==> config.mk <==
export PLATFORM = sky130hd
export DESIGN_NAME = mem_wb_stage
export DESIGN_NICKNAME = d
export VERILOG_FILES = /design/src/rtl/mem_wb_stage.sv
export SDC_FILE = /design/constraint.sdc
export NUM_CORES = 1
export LEC_CHECK = 0
export CORE_MARGIN = 10
export CORE_UTILIZATION = 45
export DETAILED_ROUTE_END_ITERATION = 6
export GPL_TIMING_DRIVEN = 0
export HOLD_SLACK_MARGIN = 0.12
export PLACE_DENSITY = 0.95
export SLEW_MARGIN = 20
export SYNTH_ARGS = -nofsm -noshare
export SYNTH_HDL_FRONTEND = slang
export SYNTH_SLANG_ARGS = --single-unit
export TNS_END_PERCENT = 100
==> constraint.sdc <==
create_clock -name i_clk -period 5.35 [get_ports i_clk]
set_input_delay 0.535 -clock i_clk [delete_from_list [all_inputs] [get_ports i_clk]]
set_output_delay 0.535 -clock i_clk [all_outputs]
set_load 0.01 [all_outputs]
==> src/rtl/mem_wb_stage.sv <==
// MEM/WB pipeline register. Extracts the load lane from the aligned memory
// word, then registers write-back data, PC+8, the JAL flag, the write enable
// and the destination register. Also keeps a sticky halt freeze, a sticky
// misaligned-load flag and a retired write-back counter.
module mem_wb_stage #(
  parameter int BITS_SIZE     = 32,
  parameter int REG_ADDR_BITS = 5,
  parameter int CNT_BITS      = 16
) (
  input  logic                     i_clk,
  input  logic                     i_reset,
  input  logic                     i_enable,
  input  logic                     i_flush,
  input  logic                     i_halt,
  input  logic                     i_reg_write,
  input  logic                     i_mem_to_reg,
  input  logic                     i_jal,
  input  logic [1:0]               i_load_size,
  input  logic                     i_load_unsigned,
  input  logic [BITS_SIZE-1:0]     i_alu_result,
  input  logic [BITS_SIZE-1:0]     i_mem_data,
  input  logic [BITS_SIZE-1:0]     i_pc8,
  input  logic [REG_ADDR_BITS-1:0] i_rd_addr,
  output logic [BITS_SIZE-1:0]     o_data_write,
  output logic [BITS_SIZE-1:0]     o_pc8,
  output logic                     o_jal,
  output logic                     o_reg_write,
  output logic [REG_ADDR_BITS-1:0] o_rd_addr,
  output logic                     o_halt,
  output logic                     o_load_fault,
  output logic [CNT_BITS-1:0]      o_retired
);

  logic [1:0]           off;
  logic [7:0]           byte_lane;
  logic [15:0]          half_lane;
  logic [BITS_SIZE-1:0] ext_data;
  logic [BITS_SIZE-1:0] cap_data;
  logic                 misaligned;
  logic                 cap_reg_write;
  logic                 update;

  assign off = i_alu_result[1:0];

  // Little-endian lane select and sign/zero extension of the loaded value.
  always_comb begin
    byte_lane = 8'h00;
    half_lane = 16'h0000;
    ext_data  = i_mem_data;
    case (off)
      2'd0:    byte_lane = i_mem_data[7:0];
      2'd1:    byte_lane = i_mem_data[15:8];
      2'd2:    byte_lane = i_mem_data[23:16];
      default: byte_lane = i_mem_data[31:24];
    endcase
    half_lane = off[1] ? i_mem_data[31:16] : i_mem_data[15:0];
    case (i_load_size)
      2'b00: ext_data = i_load_unsigned ? {{(BITS_SIZE-8){1'b0}}, byte_lane}
                                        : {{(BITS_SIZE-8){byte_lane[7]}}, byte_lane};
      2'b01: ext_data = i_load_unsigned ? {{(BITS_SIZE-16){1'b0}}, half_lane}
                                        : {{(BITS_SIZE-16){half_lane[15]}}, half_lane};
      default: ext_data = i_mem_data;
    endcase
  end

  // Misalignment only matters for loads; a faulting load never writes back.
  always_comb begin
    misaligned = 1'b0;
    if (i_mem_to_reg) begin
      case (i_load_size)
        2'b00:   misaligned = 1'b0;
        2'b01:   misaligned = off[0];
        default: misaligned = (off != 2'd0);
      endcase
    end
  end

  assign cap_data      = i_mem_to_reg ? ext_data : i_alu_result;
  assign cap_reg_write = i_reg_write & ~misaligned;
  assign update        = i_enable & ~o_halt;

  // Pipeline register: reset first, then enabled edges capture a bubble or the
  // instruction; once halted the stage freezes until reset.
  always_ff @(posedge i_clk) begin
    if (!i_reset) begin
      o_data_write <= '0;
      o_pc8        <= '0;
      o_jal        <= 1'b0;
      o_reg_write  <= 1'b0;
      o_rd_addr    <= '0;
      o_halt       <= 1'b0;
      o_load_fault <= 1'b0;
      o_retired    <= '0;
    end else if (update) begin
      if (i_flush) begin
        o_data_write <= '0;
        o_pc8        <= '0;
        o_jal        <= 1'b0;
        o_reg_write  <= 1'b0;
        o_rd_addr    <= '0;
      end else begin
        o_data_write <= cap_data;
        o_pc8        <= i_pc8;
        o_jal        <= i_jal;
        o_reg_write  <= cap_reg_write;
        o_rd_addr    <= i_rd_addr;
        o_halt       <= i_halt;
        o_load_fault <= o_load_fault | misaligned;
        o_retired    <= o_retired + {{(CNT_BITS-1){1'b0}}, cap_reg_write};
      end
    end
  end

endmodule
### After elaboration in Yosys (flattened, before gate mapping)

Cells that the tools add are included.
Widths: inputs -> output; s select.

| storage, ports and cells | value |
|---|---|
| register bits after elaboration | 89 |
| bits in latches | 0 |
| bits in writable memories | 0 |
| bits in read-only memories | 0 |
| output and inout port bits | 89 |
| logic and storage cells | 35 |
| memories | 0 |

| operators by class | value |
|---|---|
| add/subtract/negate cells | 1 |
| $mul | 0 |
| divide/modulo/power cells | 0 |
| $lt $le $gt $ge | 0 |
| eq/ne operators | 3 |
| shift operators | 0 |
| multiplexer cells | 13 |
| bitwise operators | 6 |
| reductions and logical operators | 4 |

Operator list:

| cell | number |
|---|---|
| $mux 32 | 5 |
| $pmux 32 s2 | 1 |
| $pmux 8 s3 | 1 |
| $add 16x1->16 | 1 |
| $mux 16 | 1 |
| $mux 5 | 1 |
| $eq 2x1->1 const B | 2 |
| $logic_not 2->1 | 2 |
| $mux 1 | 3 |
| $not 1->1 | 3 |
| $and 1x1->1 | 2 |
| $eq 2x2->1 const B | 1 |
| $pmux 1 s2 | 1 |
| $reduce_and 2->1 | 1 |
| $reduce_bool 2->1 | 1 |
| $or 1x1->1 | 1 |

### Longest topological paths before layout

| depth | value |
|---|---|
| word-level depth | 6 |
| gate-level depth with buffers | 11 |
| depth with buffers taken out | 9 |

### Least setup slack after synthesis

No wires, ideal clock.

| path | value |
|---|---|
| kind | input to register |
| from | input port i_alu_result[1] |
| to | register o_retired[12] |
| setup time | 0.071 ns |
| arrival | 2.222 ns |
| slack | 3.057 ns |
| cell stages on the path | 10 |
| cell sequence | buf_2 > buf_2 > nand2_1 > a21o_1 > and2_1 > ha_1 > ha_1 > nand2_1 > or4_1 > a21oi_1 |

| between the ends | value |
|---|---|
| cells in the longest elaborated chain, start to end | 6 |

RTL lines:

| what | line | RTL |
|---|---|---|
| from (decl) | 20 | `input logic [BITS_SIZE-1:0] i_alu_result,` |
| $reduce_bool 2->1 | 73 | `default: misaligned = (off != 2'd0);` |
| $pmux 1 s2 | 70 | `case (i_load_size)` |
| $mux 1 | 69 | `if (i_mem_to_reg) begin` |
| $not 1->1 | 79 | `assign cap_reg_write = i_reg_write & ~misaligned;` |
| $and 1x1->1 | 79 |  |
| $add 16x1->16 | 109 | `o_retired <= o_retired + {{(CNT_BITS-1){1'b0}}, cap_reg_write};` |
| to (signal assigned) | 109 |  |
| to (decl) | 31 | `output logic [CNT_BITS-1:0] o_retired` |

No other way between the ends.
A chain may end at the register's enable or synchronous reset.

### Worst setup path in the final report

| path | value |
|---|---|
| from | input port i_load_size[1] |
| to | register o_retired[14] |

| between the ends | value |
|---|---|
| cells in the longest elaborated chain, start to end | 6 |

RTL lines:

| what | line | RTL |
|---|---|---|
| from (decl) | 18 | `input logic [1:0] i_load_size,` |
| $eq 2x1->1 or $logic_not 2->1 (tied branches) | 70 |  |
| $pmux 1 s2 * | 70 |  |
| $mux 1 * | 69 |  |
| $not 1->1 * | 79 |  |
| $and 1x1->1 * | 79 |  |
| $add 16x1->16 * | 109 |  |

Every way passes the cells marked *; elsewhere a longest branch is shown, timed or not.

==> run_results.csv <==
group,metric,value,unit
timing,relSlewSlack,0.600,
synth,synth_enable_flop_cells,0,
power_and_ir_drop,vdd_drop_max,173,uV
synth,ys_types,54,
setup_path,path_max_fanout,10,
route,drt_first_pass_iters,6,
floorplanning,rows,35,
floorplanning,fp.dieW,117,microns
clock_network,insertion_delay,0.37,ns
power_and_ir_drop,switchingPower,0.000432,W
worst_hold_path,hold_start,"o_data_write[7]",
clock_network,clock_sinks,89,
timing,worst_slew_pin_slew,0.598,ns
clock_network,clkTransAtPathRegs,0.10,ns
synth,async_reset_ff_frac,0,
cells_and_area,filler_cell_count,682,
synth,ys_warn_count,0,
power_and_ir_drop,p_per_area,222,mW/mm^2
clock_network,cts_resized,0,
power_and_ir_drop,power_frac_comb,0.213,
setup_path,worstSetupPathType,"in2reg",
grt,overflow,0,
grt,track_usage,0.246,
timing,finClkSkew,0.00963,ns
worst_hold_path,hp-class,"reg2reg",
synth,synth.yosys.seq_area_share,0.419,
status,run_status,"complete, no violations",
power_and_ir_drop,switching_share,0.295,
setup_path,r2r_setup_slack,3.42,ns
clock_network,root_buffer,"clkbuf_8",
power_and_ir_drop,p_int,0.00103,W
setup_path,critPathLaunchType,"primary input",
route,routed_wl,17400,microns
timing,final-max-slew-violation-count,0,
clock_network,cts_setup_buffers,0,
power_and_ir_drop,p_clk_frac,0.306,
route,first_iter_violations,469,
power_and_ir_drop,p_leak,2.29,nW
timing,fin_crit_sh,0.511,
placed_design,port_buffers,199,
grt,grt_pass1_vias,4918,
grt,antenna_found_initial,0,
placed_design,place_hpwl,13700,microns
floorplanning,io_pins,201,
route,via_per_inst,5.94,
flow_run,cap_violations,0,
floorplanning,core,0.00924,sq mm
power_and_ir_drop,seqPwrFrac,0.481,
cells_and_area,final_common_cell,"clkdlybuf4s50_1",
timing,period_needed,2.74,ns
placed_design,gp_congestion,0.950,
floorplanning,dieArea,0.0137,sq mm
synth,syn_avg_cell_area,8.78,sq um
setup_path,r2r_cells,5,
clock_network,htreeDepth,3,
cells_and_area,area_delta_synth_final,55.0,%
worst_hold_path,hold_path_end,"o_data_write[7]",
cells_and_area,final_net_count,809,
setup_path,timing.rr.start,"o_halt",
synth,syn-cell-area,0.00425,sq mm
grt,grt_max_degree,18,
grt,grt_pass1_wl,26500,microns
floorplanning,initial_core_util,0.460,
route,antenna_left,0,
setup_path,r2r_end,"o_data_write[29]",
route,drc,0,
timing,rsz0062_at_grt,"no",
cells_and_area,final_cell_mix,"199 x clkdlybuf4s50_1, 89 x dfxtp_1, 51 x nor2_1",
clock_network,cts_buffer_depth,2,
worst_hold_path,worstHoldPathCells,2,
synth,ys.flop_type,"dfxtp_1",
route,wl_per_cell,21.0,microns
synth,synth_cells,484,
setup_path,required,5.60,ns
setup_path,crit_arrival,2.98,ns
timing,clock.fmax,0.366,GHz
cells_and_area,n_antenna_cell,0,
route,vias,4922,
clock_network,tritoncts,"built",
timing,setup_tns,0,ns
synth,ys_ff_latch,89,
floorplanning,die_h,117,microns
clock_network,hold_buffers,0,
timing,finalSetupViolations,0,
timing,final_hold_viol_count,0,
clock_network,cts_made_buffers,9,
cells_and_area,drive_gt1_frac,0.0644,
synth,syn-num-nets,599,
setup_path,cp-end-kind,"flip-flop",
power_and_ir_drop,fin_total_pwr,0.00146,W
[cells by family after synthesis]
| group | share of synthesized area |
|---|---|
| AO/OA/AOI/OAI | 0.290 |
| multiplexers | 0.0386 |
| AND/OR/NAND/NOR | 0.181 |
| flip-flops | 0.419 |
| XOR/XNOR | 0.0165 |
| adder cells (fa/ha/maj) | 0.00883 |
| buffers and inverters | 0.0462 |
[flip-flops by register name, indices dropped and copies added, names as in the netlist]
signal / flops
o_halt: 1
o_pc8: 32
o_data_write: 32
o_reg_write: 1
o_jal: 1
o_rd_addr: 5
o_retired: 16
o_load_fault: 1
[per-stage QoR]
| stage | hold slack (ns) | instance area (sq um) | worst slack, ns | utilization | std cells |
|---|---|---|---|---|---|
| floorplan | 0.467 | 4250 | 3.06 | - | 484 |
| global placement | 0.436 | 6400 | 2.40 | 0.693 | 812 |
| detailed placement | 0.437 | 6400 | 2.26 | 0.693 | 812 |
| CTS | 0.449 | 6590 | 2.65 | 0.713 | 828 |
| global route | 0.502 | 6590 | 2.47 | 0.713 | 828 |
| finish | 0.452 | 6590 | 2.61 | 0.713 | 828 |
[area by class of cell]
type | instances | area [sq um] | share of cell area
Buffer | 37 | 155 | 0.0236
Clock buffer | 9 | 124 | 0.0188
Clock inverter | 7 | 58.8 | 0.00893
Inverter | 11 | 41.3 | 0.00627
Multi-Input combinational cell | 347 | 2270 | 0.345
Sequential cell | 89 | 1780 | 0.271
Tap cell | 129 | 161 | 0.0245
Timing Repair Buffer | 199 | 1990 | 0.302
[cells in the mapped netlist (all sizes together) (4+ instances only)]
library cell | number | area (sq um)
o221ai | 8 | 70.1
and2 | 4 | 25.0
o31ai | 18 | 135
nor2 | 52 | 198
and3 | 5 | 31.3
a221oi | 9 | 78.8
buf | 11 | 57.6
nand4 | 7 | 43.8
mux2 | 11 | 124
mux2i | 4 | 40.0
o2bb2a | 16 | 163
inv | 10 | 37.5
nand2b | 8 | 50.1
o21a | 5 | 37.5
clkbuf | 26 | 97.6
a21oi | 15 | 75.1
a222oi | 7 | 70.1
o311ai | 4 | 35.0
nand2 | 47 | 176
a22oi | 42 | 315
o21ai | 32 | 160
xor2 | 4 | 35.0
or3 | 5 | 33.8
nand3 | 7 | 47.6
dfxtp | 89 | 1780
xnor2 | 4 | 35.0
[per-layer routing]
layer / up-vias / global-route usage / share of wire
li1: 2239 / - / -
met1: 2338 / 0.284 / 0.37
met2: 301 / 0.420 / 0.49
met3: 44 / 0.0754 / 0.10
met4: 0 / 0.0881 / 0.028
met5: - / 0 / 0
[worst max-delay path: stages]
cell             delay [ns]
clkdlybuf4s50_1        0.51
buf_2                  0.23
nand2_1                0.08
a21o_1                 0.13
and2_1                 0.18
ha_1                   0.24
ha_1                   0.34
nand4_1                0.15
nor4_1                 0.36
xnor2_1                0.17
nor2_1                 0.06
[power groups by stage]
stage	registers [W]	logic, W	clock network (W)
2_1_floorplan	0.000728	0.000111	0
3_3_place_gp	0.000716	0.000298	0
3_5_place_dp	0.000718	0.000306	0
4_1_cts	0.000703	0.000308	0.000452
5_1_grt	0.000706	0.000331	0.000483
6_report	0.000703	0.000311	0.000447
[worst max-delay path by stage]
stage                    start            end  slack, ns  cells after the start
6_report        i_load_size[1]  o_retired[14]       2.61                     11
5_1_grt         i_load_size[1]  o_retired[14]       2.47                     11
4_1_cts         i_load_size[1]  o_retired[14]       2.65                     11
3_5_place_dp    i_load_size[1]  o_retired[14]       2.26                     11
3_3_place_gp    i_load_size[1]  o_retired[14]       2.40                     11
2_1_floorplan  i_alu_result[1]  o_retired[12]       3.06                     10
Power figures use the tool's default switching activity.
